===== config.mk =====
export PLATFORM = sky130hd
export DESIGN_NAME = fifo1to16
export DESIGN_NICKNAME = d
export VERILOG_FILES = /design/src/rtl/fifo1to16.sv
export SDC_FILE = /design/constraint.sdc
export NUM_CORES = 2
export LEC_CHECK = 0
export ABC_AREA = 0
export ABC_CLOCK_PERIOD_IN_PS = 11200
export CAP_MARGIN = 5
export CORE_MARGIN = 2
export CORE_UTILIZATION = 55
export DETAILED_ROUTE_END_ITERATION = 7
export GPL_TIMING_DRIVEN = 1
export HOLD_SLACK_MARGIN = 0.02
export PLACE_DENSITY = 0.71
export SETUP_SLACK_MARGIN = 0.3
export SLEW_MARGIN = 20
export SYNTH_ARGS = -nofsm -noshare
export SYNTH_HDL_FRONTEND = slang
export SYNTH_SLANG_ARGS = --single-unit

===== constraint.sdc =====
create_clock -name clock -period 11.2 [get_ports clock]
set_input_delay 1.68 -clock clock [delete_from_list [all_inputs] [get_ports clock]]
set_output_delay 1.68 -clock clock [all_outputs]
set_load 0.03 [all_outputs]

===== src/rtl/fifo1to16.sv =====
`default_nettype none
// ============================================================================
// Module   : fifo1to16
// Purpose  : Packs a byte stream (valid/ready/last) into 16-byte words, with
//            byte 0 in the LSBs, and buffers the words in a small synchronous
//            SRAM FIFO. The read side presents one word per handshake.
// Options  : define FIFO1TO16_FLUSH_EN to let last_i close a short word.
// Revision : 1.0 - initial release
// ============================================================================
module fifo1to16 #(
    parameter int WIDTH = 8,
    parameter int ABITS = 4
) (
    input  logic                 clock,
    input  logic                 reset,
    input  logic                 valid_i,
    output logic                 ready_o,
    input  logic                 last_i,
    input  logic [WIDTH-1:0]     data_i,
    output logic                 valid_o,
    input  logic                 ready_i,
    output logic                 last_o,
    output logic [4:0]           count_o,
    output logic [16*WIDTH-1:0]  data_o
);

    localparam int c_DEPTH = 1 << ABITS;
    localparam int c_WSB   = 16*WIDTH - 1;
    localparam int c_EW    = 16*WIDTH + 6;   // {last, count[4:0], data}
    localparam logic [ABITS+1:0] c_READY_LIMIT = (ABITS+2)'(c_DEPTH - 2);

    // Assembler state
    logic [3:0]       r_bidx;
    logic [c_WSB:0]   r_lanes;

    // One-entry pending register between assembler and SRAM
    logic             r_pend_v;
    logic             r_pend_last;
    logic [4:0]       r_pend_cnt;
    logic [c_WSB:0]   r_pend_data;

    // Word FIFO storage and pointers (extra wrap bit)
    logic [c_EW-1:0]  r_mem [c_DEPTH];
    logic [ABITS:0]   r_wptr;
    logic [ABITS:0]   r_rptr;

    // Read pipeline: SRAM read register, then output register
    logic             r_s1_v;
    logic [c_EW-1:0]  r_s1;
    logic             r_ready;
    logic             r_valid;
    logic             r_last;
    logic [4:0]       r_cnt;
    logic [c_WSB:0]   r_data;

    logic             w_accept;
    logic             w_full_word;
    logic             w_close;
    logic [4:0]       w_close_cnt;
    logic             w_close_last;
    logic [c_WSB:0]   w_merged;
    logic [ABITS:0]   w_level;
    logic [ABITS+1:0] w_fill;
    logic             w_out_load;
    logic             w_s1_free;
    logic             w_rd;

    assign w_accept    = valid_i & r_ready;
    assign w_full_word = (r_bidx == 4'd15);

`ifdef FIFO1TO16_FLUSH_EN
    assign w_close      = w_accept & (w_full_word | last_i);
    assign w_close_cnt  = {1'b0, r_bidx} + 5'd1;
    assign w_close_last = last_i;
`else
    assign w_close      = w_accept & w_full_word;
    assign w_close_cnt  = 5'd16;
    assign w_close_last = last_i;
`endif

    // Current lanes with the incoming byte dropped into lane bidx
    always_comb begin
        w_merged = r_lanes;
        for (int k = 0; k < 16; k++) begin
            if (r_bidx == 4'(k)) begin
                w_merged[k*WIDTH +: WIDTH] = data_i;
            end
        end
    end

    assign w_level    = r_wptr - r_rptr;
    assign w_fill     = {1'b0, w_level} + {{(ABITS+1){1'b0}}, r_pend_v};
    assign w_out_load = r_s1_v & (~r_valid | ready_i);
    assign w_s1_free  = ~r_s1_v | w_out_load;
    assign w_rd       = (w_level != '0) & w_s1_free;

    // Assembler: place bytes by lane, clear all lanes when a word closes
    always_ff @(posedge clock) begin
        if (reset) begin
            r_bidx  <= 4'd0;
            r_lanes <= '0;
        end else if (w_accept) begin
            if (w_close) begin
                r_bidx  <= 4'd0;
                r_lanes <= '0;
            end else begin
                r_bidx  <= r_bidx + 4'd1;
                r_lanes <= w_merged;
            end
        end
    end

    // Pending register: holds a closed word for exactly one cycle
    always_ff @(posedge clock) begin
        if (reset) begin
            r_pend_v    <= 1'b0;
            r_pend_last <= 1'b0;
            r_pend_cnt  <= 5'd0;
            r_pend_data <= '0;
        end else begin
            r_pend_v <= w_close;
            if (w_close) begin
                r_pend_last <= w_close_last;
                r_pend_cnt  <= w_close_cnt;
                r_pend_data <= w_merged;
            end
        end
    end

    // SRAM write port; ready_o throttling guarantees a free slot
    always_ff @(posedge clock) begin
        if (!reset && r_pend_v) begin
            r_mem[r_wptr[ABITS-1:0]] <= {r_pend_last, r_pend_cnt, r_pend_data};
        end
    end

    // Write pointer advances as the pending word lands in SRAM
    always_ff @(posedge clock) begin
        if (reset) begin
            r_wptr <= '0;
        end else if (r_pend_v) begin
            r_wptr <= r_wptr + 1'b1;
        end
    end

    // Registered SRAM read whenever the read stage is (or is becoming) free
    always_ff @(posedge clock) begin
        if (reset) begin
            r_rptr <= '0;
            r_s1_v <= 1'b0;
            r_s1   <= '0;
        end else if (w_rd) begin
            r_s1   <= r_mem[r_rptr[ABITS-1:0]];
            r_s1_v <= 1'b1;
            r_rptr <= r_rptr + 1'b1;
        end else if (w_out_load) begin
            r_s1_v <= 1'b0;
        end
    end

    // Output register: holds steady under back-pressure
    always_ff @(posedge clock) begin
        if (reset) begin
            r_valid <= 1'b0;
            r_last  <= 1'b0;
            r_cnt   <= 5'd0;
            r_data  <= '0;
        end else if (w_out_load) begin
            r_valid <= 1'b1;
            {r_last, r_cnt, r_data} <= r_s1;
        end else if (ready_i) begin
            r_valid <= 1'b0;
        end
    end

    // Input ready: leave headroom for a word closed under a stale ready
    always_ff @(posedge clock) begin
        if (reset) begin
            r_ready <= 1'b0;
        end else begin
            r_ready <= (w_fill <= c_READY_LIMIT);
        end
    end

    assign ready_o = r_ready;
    assign valid_o = r_valid;
    assign last_o  = r_last;
    assign count_o = r_cnt;
    assign data_o  = r_data;

endmodule
`default_nettype wire


Word level (Yosys, flattened, before mapping)
Memory sizes are Yosys's and may differ from the RTL's. A register that Yosys moved wholly into a read port is not among the register bits.
Cells that the tools add are included.
{ "classes": {"n_addsub": 5, "mul": 0, "n_div": 0, "order_cmp": 1, "n_eq_ne": 15, "shifts": 0, "muxes": 24, "n_bitwise": 8, "n_reduce_logical": 6} }
{ "ops": {"columns": ["operator", "count"], "rows": [
  ["128-bit 2-to-1 mux", 1],
  ["8-bit 2-to-1 mux", 16],
  ["4-bit == test (second input constant)", 8],
  ["4-bit by 3-bit == test with 1-bit output (second input constant)", 4],
  ["5-bit by 1-bit adder with 5-bit output (second input constant)", 2],
  ["4-bit by 2-bit == test with 1-bit output (second input constant)", 2],
  ["5-bit by 1-bit adder with 6-bit output", 1],
  ["6-bit by 4-bit less-or-equal comparator with 1-bit output (second input constant)", 1],
  ["1-bit 2-to-1 mux", 6],
  ["5-bit nonzero test", 1],
  ["5-bit subtractor", 1],
  ["4-bit by 1-bit adder with 4-bit output (second input constant)", 1],
  ["1-bit bitwise AND", 4],
  ["4-bit by 1-bit == test with 1-bit output (second input constant)", 1],
  ["4-bit logical NOT", 1],
  ["4-bit 2-to-1 mux", 1],
  ["2-bit nonzero test", 2],
  ["1-bit inverter", 2],
  ["1-bit OR", 2],
  ["1-bit logical AND", 1],
  ["1-bit logical NOT", 1]
]} }
{ "totals": {"register_bits": 544, "latch_bits": 0, "mem_bits_rw": 2080, "mem_bits_ro": 0, "inputBits": 13, "output_inout_bits": 136, "wordCells": 75, "n_memories": 1} }
{ "memory_table": {"columns": ["memory", "words", "width", "read_ports", "rd_ports_with_merged_regs", "wr", "line", "text"], "rows": [
  ["r_mem", 16, 130, 1, 1, 1, "43", "logic [c_EW-1:0] r_mem [c_DEPTH];"]
]} }

Depth between registers and ports, before layout
{ "logic_depth": {"depth_word": 6, "depth_mapped": 12, "depth_no_buf": 10} }

Least setup slack after synthesis
Ideal clock, no wire load.
{ "synth_timing": {"kind": "input-to-reg", "start": "input port reset", "end": "memory r_mem[0][0] (netlist bit) (enable)", "setup_ps": 504, "arrival_ps": 5324, "required_ps": 10696, "slack_ps": 5372, "stages": 4, "path_buffers": 1, "cell_sequence": "clkbuf_1 -> nor2b_1 -> nor3b_1 -> and2_1"} }
{ "synth_between": {"elab_chain_len": 4} }
{ "synth_rtl": {"columns": ["item", "line", "text"], "rows": [
  ["from (decl)", "15", "input logic reset,"],
  ["1-bit logical NOT", "132", "if (!reset && r_pend_v) begin"],
  ["1-bit logical AND", "132", null],
  ["1-bit 2-to-1 mux", "132", null],
  ["1-bit 2-to-1 mux (not written as such)", "133", "r_mem[r_wptr[ABITS-1:0]] <= {r_pend_last, r_pend_cnt, r_pend_data};"],
  ["to (decl)", "43", null]
]} }
Every way passes these cells.

Final worst setup path
{ "layout_timing": {"start": "register r_rptr[1]", "end": "register r_s1[99] (read register of r_mem)"} }
{ "layout_between": {"elab_chain_len": 3} }
{ "layout_rtl": {"columns": ["item", "line", "text"], "rows": [
  ["from (decl)", "45", "logic [ABITS:0] r_rptr;"],
  ["from (signal assigned)", "155", "r_rptr <= r_rptr + 1'b1;"],
  ["5-bit subtractor", "91", "assign w_level = r_wptr - r_rptr;"],
  ["5-bit nonzero test", "95", "assign w_rd = (w_level != '0) & w_s1_free;"],
  ["1-bit bitwise AND", "95", null],
  ["to (decl)", "49", "logic [c_EW-1:0] r_s1;"]
]} }
Parallel ways exist; a longest one is shown, timed or not.
A chain may end at the register's enable or synchronous reset.

==> results_dict.tcl <==
set metrics [dict create \
    place_congestion 0.739 \
    ctsResizeCount 0 \
    grt_use_total_pct 25.8 \
    tightest_slew_ns 1.20 \
    synthAdderAreaFrac_pct 0.215 \
    synth-compound-area-share_pct 5.13 \
    synth_top_family_by_area "multiplexers" \
    p_seq_share_pct 47.2 \
    critPathLaunchType "register" \
    grt_antenna_before_repair 0 \
    peakVddDrop_mv 0.249 \
    synth_top_area_cell "edfxtp_1" \
    numCtsBuffers 274 \
    synthArstFlopShare_pct 0 \
    synth_top_area_share_pct 64.5 \
    power_leakage_uw 0.0388 \
    synth_ff_type "edfxtp_1" \
    die_area_um2 179000 \
    avgSynthCellArea_um2 17.9 \
    routed_wirelength_mm 232 \
    ys_types 44 \
    period_share_pct 41.6 \
    hold_viol 0 \
    hp-start "r_s1[100]" \
    clk_path_buf_depth 4 \
    num_rows 153 \
    critical_path_required_ns 12.02 \
    r2r_slack_ns 6.54 \
    power_frac_comb_pct 13.7 \
    netlist_area_um2 96800 \
    cap_viol_max_count 0 \
    post_cts_buffers 0 \
    core_um2 174000 \
    clk_latency_ns 0.93 \
    finalInstanceArea_um2 109000 \
    p_sw_uw 5750 \
    drt_iter0_drc 5977 \
    hold_depth 2 \
    r2r_end "r_s1[99]" \
    rsz0062_at_grt "no" \
    dpl_cell_area_um2 100000 \
    grt_pass1_vias 52100 \
    critPathCaptureType "register" \
    cts_hold_buf 0 \
    setup_viol 0 \
    portBuffers 144 \
    area_growth_syn_to_layout_pct 12.6 \
    ys_ff_latch 2608 \
    status "finished clean" \
    clk_transition_reported_paths_ns 0.06 \
    synth-simple-area-share_pct 4.53 \
    setup_ws_ns 6.54 \
    die_y_um 424 \
    synth_xor_area_share_pct 0.143 \
    p_clk_share_pct 39.1 \
    vias 51600 \
    whs_endpoint "r_s1[100]" \
    worstSetupPathType "register to register" \
    relSlewSlack_pct 19.9 \
    dp_slack_ns 5.77 \
    max_freq_mhz 215 \
    root_buffer "clkbuf_16" \
    synth_area_leaders "edfxtp_1 65%, mux4_2 12%, dfxtp_1 11%" \
    hold_path_class "register to register" \
    cellPowerDensity_nw_per_um2 208 \
    h-tree-depth 5 \
    ys_warn_count 0 \
    reg2reg_depth 7 \
    slew_viol_final 0 \
    drc 0 \
    syn_inst 5419 \
    fin_skew_ns 0.0564 \
    fp.dieW_um 424 \
    power.total_uw 22700 \
    grt_overflow_total 0 \
    synth.most_common_cell "edfxtp_1" \
    grt_max_degree 191 \
    detail-route-antenna-nets 0 \
    dr.pass1.iters 5 \
    whs_ns 0.451 \
    final_nets 5569 \
    timing.rr.start "r_rptr[1]" \
    initial_core_util_pct 55.5 \
    drt-wirelength-per-cell_um 28.7 \
    tns_ns 0 \
    p_int_uw 16900 \
    synth_common_cells "2080 x edfxtp_1, 528 x dfxtp_1, 520 x mux4_2" \
    synthMuxAreaShare_pct 12.7 \
    dp_hpwl_mm 110 \
    final.fill_count 12000 \
    fin_crit_ns 4.66 \
    vias_per_cell 6.40 \
    synth_seq_area_share_pct 75.4 \
    grt_pass1_wl_mm 343 \
    io_pins 149 \
    clock-sinks 2608 \
    arrival_ns 5.48 \
    synth_edf_count 2080 \
    critPathMaxFanout 57 \
    drive_gt1_share_pct 17.6 \
    switching_share_pct 25.4 \
    cts_tree "yes" \
]
how the worst max path moves through the flow:
stage / start / endpoint / slack [ns] / cells after the start
global placement: reset / r_mem[4][101] / 5.80 / 7
detailed placement: reset / r_mem[4][94] / 5.77 / 7
floorplan: reset / r_mem[0][0] / 5.37 / 4
CTS: r_rptr[1] / r_s1[99] / 6.51 / 7
finish: r_rptr[1] / r_s1[99] / 6.54 / 7
global route: r_rptr[1] / r_s1[99] / 6.33 / 7
stage by stage:
step | instances | util, %
after global placement | 7588 | 57.5
after floorplan | 5422 | -
final | 8068 | 62.5
after detailed placement | 7589 | 57.5
after global routing | 8067 | 62.5
after CTS | 8067 | 62.5
power by group through the flow:
stage | sequential (µW) | combinational, µW | clock (µW)
finish | 10700 | 3100 | 8850
floorplan | 10900 | 2280 | 0
detailed placement | 10900 | 3150 | 0
CTS | 10700 | 3170 | 8950
global placement | 10900 | 3140 | 0
global route | 10700 | 3330 | 9320
logic make-up after synthesis:
logic type / Yosys count
adder cells (fa/ha/maj): 16
AO/OA/AOI/OAI: 800
multiplexers: 577
other: 1
flip-flops: 2608
AND/OR/NAND/NOR: 1015
buffers and inverters: 387
XOR/XNOR: 15
placed cells by master, fill, tap and decap left out, types with 17 or more instances in the layout:
| master | synthesis | routed |
|---|---|---|
| edfxtp_1 | 2080 | 2080 |
| dfxtp_1 | 528 | 525 |
| mux4_2 | 520 | 520 |
| nand2_1 | 510 | 506 |
| a21oi_1 | 311 | 311 |
| clkbuf_16 | 0 | 284 |
| o22ai_1 | 260 | 260 |
| nor2_1 | 254 | 253 |
| clkdlybuf4s50_1 | 0 | 143 |
| or3_1 | 132 | 132 |
| a22oi_1 | 104 | 104 |
| clkbuf_1 | 255 | 68 |
| nand3_1 | 60 | 60 |
| buf_4 | 47 | 58 |
| mux2i_1 | 57 | 57 |
| a211oi_1 | 56 | 56 |
| a311oi_1 | 48 | 48 |
| clkinv_2 | 0 | 36 |
| clkbuf_8 | 0 | 31 |
| clkinv_1 | 0 | 28 |
| buf_12 | 0 | 18 |
| nor3b_1 | 17 | 17 |
| bufinv_16 | 0 | 17 |
worst max-delay path, cell delays in order (launching register included):
cell     delay [ns]
dfxtp_4        0.86
buf_4          0.79
buf_4          0.90
buf_4          0.83
mux4_2         0.37
o22ai_1        0.09
or3_1          0.37
a21oi_1        0.14
metal layers:
metal,up-vias,track usage [%],wire (µm)
li1,21700,-,-
met1,27100,36.1,93200
met2,2314,42.2,114000
met3,428,3.52,16800
met4,0,8.62,7310
met5,-,0,0
sequential cells by signal, indices dropped and copies added, names as in the netlist, 4 cells and up:
register / cells
r_mem: 2080
r_s1: 130
data_o: 128
r_pend_data: 128
r_lanes: 120
r_rptr: 5
r_wptr: 5
r_bidx: 4
final cells by class:
class                   count  area [µm²]  share of cell area (%)
diodes                      1        2.50                 0.00230
clock buffers             385        7800                    7.16
clock inverters            93         896                   0.822
inverters                   9        33.8                  0.0310
multi-input cells        2427       22100                    20.3
flip-flops and latches   2608       73000                    67.0
well taps                2325        2910                    2.67
repair buffers            220        2240                    2.06
No activity file was read; power rests on OpenSTA's default activity.
